## src/rtl/fft_bin_writer.sv

```systemverilog
// Captures one frame of complex FFT bins from a valid/ready stream into the spectrum RAM (re at k, im at k+N).
// Optional FFT_BITREV_EN: write base address is the bit-reversal of the arrival index (natural-order output).
module fft_bin_writer #(
   parameter int unsigned DATA_W = 10,
   parameter int unsigned N_LOG2 = 10
) (
   input  logic              clk,
   input  logic              rst,
   input  logic              i_start,
   input  logic              i_in_valid,
   output logic              o_in_ready,
   input  logic [DATA_W-1:0] i_in_re,
   input  logic [DATA_W-1:0] i_in_im,
   input  logic              i_in_last,
   output logic              o_mem_we,
   output logic [N_LOG2:0]   o_mem_addr,
   output logic [DATA_W-1:0] o_mem_wdata,
   output logic              o_busy,
   output logic              o_frame_done,
   output logic              o_frame_err
);

   localparam logic [1:0] S_IDLE  = 2'd0;
   localparam logic [1:0] S_RECV  = 2'd1;
   localparam logic [1:0] S_WR_IM = 2'd2;
   localparam logic [1:0] S_DONE  = 2'd3;

   localparam logic [N_LOG2-1:0] BIN_LAST = '1;
   localparam logic [N_LOG2-1:0] BIN_ONE  = {{(N_LOG2-1){1'b0}}, 1'b1};

   logic [1:0]        r_state,      w_state;
   logic [N_LOG2-1:0] r_bin,        w_bin;
   logic [DATA_W-1:0] r_im,         w_im;
   logic              r_last,       w_last;
   logic              r_mem_we,     w_mem_we;
   logic [N_LOG2:0]   r_mem_addr,   w_mem_addr;
   logic [DATA_W-1:0] r_mem_wdata,  w_mem_wdata;
   logic              r_busy,       w_busy;
   logic              r_frame_done, w_frame_done;
   logic              r_frame_err,  w_frame_err;
   logic [N_LOG2-1:0] w_base;

   // RAM base address for the current bin
`ifdef FFT_BITREV_EN
   always_comb begin
      w_base = '0;
      for (int unsigned i = 0; i < N_LOG2; i++) begin
         w_base[i] = r_bin[N_LOG2-1-i];
      end
   end
`else
   always_comb begin
      w_base = r_bin;
   end
`endif

   always_ff @(posedge clk or posedge rst) begin
      if (rst) begin
         r_state      <= S_IDLE;
         r_bin        <= '0;
         r_im         <= '0;
         r_last       <= 1'b0;
         r_mem_we     <= 1'b0;
         r_mem_addr   <= '0;
         r_mem_wdata  <= '0;
         r_busy       <= 1'b0;
         r_frame_done <= 1'b0;
         r_frame_err  <= 1'b0;
      end else begin
         r_state      <= w_state;
         r_bin        <= w_bin;
         r_im         <= w_im;
         r_last       <= w_last;
         r_mem_we     <= w_mem_we;
         r_mem_addr   <= w_mem_addr;
         r_mem_wdata  <= w_mem_wdata;
         r_busy       <= w_busy;
         r_frame_done <= w_frame_done;
         r_frame_err  <= w_frame_err;
      end
   end

   // Next state and next registered outputs; the imag write also decides frame end
   always_comb begin
      w_state      = r_state;
      w_bin        = r_bin;
      w_im         = r_im;
      w_last       = r_last;
      w_mem_we     = 1'b0;
      w_mem_addr   = r_mem_addr;
      w_mem_wdata  = r_mem_wdata;
      w_frame_done = r_frame_done;
      w_frame_err  = r_frame_err;
      case (r_state)
         S_IDLE, S_DONE: begin
            if (i_start) begin
               w_state      = S_RECV;
               w_bin        = '0;
               w_frame_done = 1'b0;
               w_frame_err  = 1'b0;
            end
         end
         S_RECV: begin
            if (i_in_valid) begin
               w_mem_we    = 1'b1;
               w_mem_addr  = {1'b0, w_base};
               w_mem_wdata = i_in_re;
               w_im        = i_in_im;
               w_last      = i_in_last;
               w_state     = S_WR_IM;
            end
         end
         S_WR_IM: begin
            w_mem_we    = 1'b1;
            w_mem_addr  = {1'b1, w_base};
            w_mem_wdata = r_im;
            if (r_bin == BIN_LAST) begin
               w_frame_err  = r_frame_err | ~r_last;
               w_frame_done = 1'b1;
               w_state      = S_DONE;
            end else if (r_last) begin
               w_frame_err  = 1'b1;
               w_frame_done = 1'b1;
               w_state      = S_DONE;
            end else begin
               w_bin   = r_bin + BIN_ONE;
               w_state = S_RECV;
            end
         end
         default: w_state = S_IDLE;
      endcase
      w_busy = (w_state == S_RECV) || (w_state == S_WR_IM);
   end

   assign o_in_ready   = (r_state == S_RECV);
   assign o_mem_we     = r_mem_we;
   assign o_mem_addr   = r_mem_addr;
   assign o_mem_wdata  = r_mem_wdata;
   assign o_busy       = r_busy;
   assign o_frame_done = r_frame_done;
   assign o_frame_err  = r_frame_err;

endmodule

```

## config.mk

```make
export PLATFORM = sky130hd
export DESIGN_NAME = fft_bin_writer
export DESIGN_NICKNAME = d
export VERILOG_FILES = /design/src/rtl/fft_bin_writer.sv
export SDC_FILE = /design/constraint.sdc
export NUM_CORES = 1
export LEC_CHECK = 0
export ABC_AREA = 1
export CAP_MARGIN = 20
export CORE_MARGIN = 2
export CORE_UTILIZATION = 53
export CTS_CLUSTER_DIAMETER = 80
export DETAILED_ROUTE_END_ITERATION = 8
export PLACE_DENSITY = 0.95
export SETUP_SLACK_MARGIN = 0.15
export SLEW_MARGIN = 15
export SYNTH_ARGS = -nofsm -noshare
export SYNTH_HDL_FRONTEND = slang
export SYNTH_SLANG_ARGS = --single-unit
export TNS_END_PERCENT = 1
```

## constraint.sdc

```tcl
create_clock -name clk -period 4.55 [get_ports clk]
set_input_delay 0.455 -clock clk [delete_from_list [all_inputs] [get_ports clk]]
set_output_delay 0.455 -clock clk [all_outputs]
set_load 0.05 [all_outputs]
```

==> flow_summary.yaml <==
timing:
  finalSetupTns_ns: 0
  skew_ns: 0.004696
  slew_headroom: 0.3642
  finalCritPeriodShare: 0.5526
  drv_slew: 0
  hold_violations: 0
  worst_slew_pin_slew_ns: 0.9523
  rsz0062_at_grt: "no"
  final-setup-viol-count: 0
  max_freq_mhz: 397.7
  period_needed_ns: 2.514
placed_design:
  dp_hpwl_mm: 3.317
  globalplace.congestion: 0.7833
  post-place-cells: 323
  port_buffers: 50
detailed_routing:
  vias_per_cell: 5.269
  dr.pass1.iters: 4
  ant_nets: 0
  drc_errors: 0
  drt-wirelength-per-cell_microns: 14.34
  drt_iter0_markers: 128
  num_vias: 1744
  wl_mm: 4.748
worst_setup_path:
  crit_path_start_kind: "flop"
  required_ns: 4.74
  crit_arrival_ns: 2.71
  cp-end-kind: "flop"
  critPathKind: "flop to flop"
  critPathMaxFanout: 21
  rrSetupSlack_ns: 2.04
floorplan:
  die_w_microns: 68.39
  die_area_sq_um: 4677
  rows: 23
  pin_count: 51
  initial_utilization: 0.5493
  core_sq_um: 4000
  die_y_microns: 68.39
global_routing:
  grt_start_max_net_pins: 49
  grt_antenna_before_repair: 0
  gr-max-usage-layer: "met2"
  grt_util_met3: 0.05921
  use_met2: 0.3750
  track_usage: 0.2296
  grt.met1_usage: 0.2928
  first_global_vias: 1655
  grt_pass1_wl_mm: 7.700
  overflow: 0
power_and_ir_drop:
  p_leak_nw: 1.289
  powerDensity_nw_per_um2: 719.7
  ir_worst_vdd_mv: 0.4602
yosys:
  synth-seq-cells: 48
  yosysWarnings: 0
  yosysSeqAreaShare: 0.5467
  synth_area_sq_um: 2197
  synth_fp_nets: 257
  postSynthAreaPerCell_sq_um: 9.594
  ys.flop_type: "dfrtp_1"
  ys_types: 27
  synthCells: 229
  async_flop_share: 1.000
  synth_edf_count: 0
clock_network:
  cts_resized: 0
  clk_latency_ns: 0.30
  cts_hold_buffers: 0
  cts_root_buf: "clkbuf_8"
  tritoncts: "done"
  cts_htree_levels: 2
  post_cts_buffers: 0
  clkTransAtPathRegs_ns: 0.08
  cts_buffers: 5
  clock_sinks: 48
  clockBufferDepth: 2
run_status:
  status: "finished clean"
finish:
  drive_above_1_share: 0.1459
  layout_commonest_cell: "nand2_1"
  finalNetCount: 308
  diodes: 0
  final_cell_count_no_fill: 331
  mostFrequentLayoutCells: "61 x nand2_1, 50 x clkdlybuf4s50_1, 48 x dfrtp_1"
  syn_to_final_growth_pct: 29.67
  fill_cells: 282
min_path:
  hold_path_class: "flop to flop"
job:
  drv_cap: 0
## Yosys cell counts, drive strengths merged, types with 3 or more instances
master  number  area, sq um
a21oi        8        40.04
a31oi       10        62.56
buf          7        48.79
dfrtp       48         1201
ha           3        37.54
inv         17        66.32
mux2        15        168.9
nand2       64        252.7
nand3       12        65.06
nor2        27        118.9
o21ai       10        65.06
xor2         3        26.28
## final cells by class
type / instances / area [sq um] / share of cell area
Sequential cell: 48 / 1201 / 0.4216
Inverter: 17 / 66.31 / 0.02328
Clock inverter: 1 / 30.03 / 0.01054
Clock buffer: 7 / 96.34 / 0.03382
Multi-Input combinational cell: 156 / 877.1 / 0.3079
Tap cell: 50 / 62.56 / 0.02196
Timing Repair Buffer: 52 / 515.5 / 0.1809
## power breakdown
part	internal, mW	total [mW]	switching, mW
sequential	0.580	0.672	0.0918
clock	0.194	0.331	0.137
combinational	0.359	1.05	0.689
total	1.13	2.05	0.918
## sequential cells by signal (all words and copies together), names as in the netlist
| signal | flops |
|---|---|
| o_mem_addr | 11 |
| o_mem_wdata | 10 |
| r_bin | 10 |
| r_im | 10 |
| r_state | 2 |
| o_busy | 1 |
| o_frame_done | 1 |
| o_frame_err | 1 |
| o_mem_we | 1 |
| r_last | 1 |
## final timing paths
kind,start,endpoint,cells past startpoint
max,r_state[0]$_DFF_PP0_,o_mem_addr[0]$_DFFE_PP0P_,6
min,o_frame_done$_DFFE_PP0P_,o_frame_done$_DFFE_PP0P_,2
max reg2reg,r_state[0]$_DFF_PP0_,o_mem_addr[0]$_DFFE_PP0P_,6
min reg2reg,o_frame_done$_DFFE_PP0P_,o_frame_done$_DFFE_PP0P_,2
max in group asynchronous,rst,o_busy$_DFF_PP0_,2
min in group asynchronous,rst,o_mem_addr[2]$_DFFE_PP0P_,2
## cells by family after synthesis
logic type / after synthesis / share of synthesized area
AO/OA/AOI/OAI: 29 / 0.08485
XOR/XNOR: 4 / 0.01595
adder cells (fa/ha/maj): 3 / 0.01709
buffers and inverters: 25 / 0.05410
flip-flops: 48 / 0.5467
multiplexers: 15 / 0.07688
AND/OR/NAND/NOR: 105 / 0.2044
## metal layers
metal / vias up / part of all wire
met2: 60 / 0.53
met5: - / 0
met4: 0 / 0.027
met3: 17 / 0.058
li1: 841 / -
met1: 826 / 0.39
## per-stage QoR
step,power [mW],hold slack (ns),instance area (sq um),worst slack [ns],utilization
3_5_place_dp,1.721,0.4826,2723,2.139,0.6806
6_report,2.050,0.4975,2849,2.036,0.7122
2_1_floorplan,1.436,0.4745,2197,2.608,-
4_1_cts,2.061,0.5035,2849,2.066,0.7122
3_3_place_gp,1.681,0.4605,2723,2.249,0.6806
5_1_grt,2.174,0.5284,2849,1.853,0.7122
## critical path: stages (launching register included)
cell and delay [ns]:
dfrtp_1 0.41, inv_1 0.08, ha_1 0.72, inv_2 0.34, o21ai_2 0.24, buf_4 0.26, mux2_2 0.36
No activity file was read; power rests on OpenSTA's default activity.
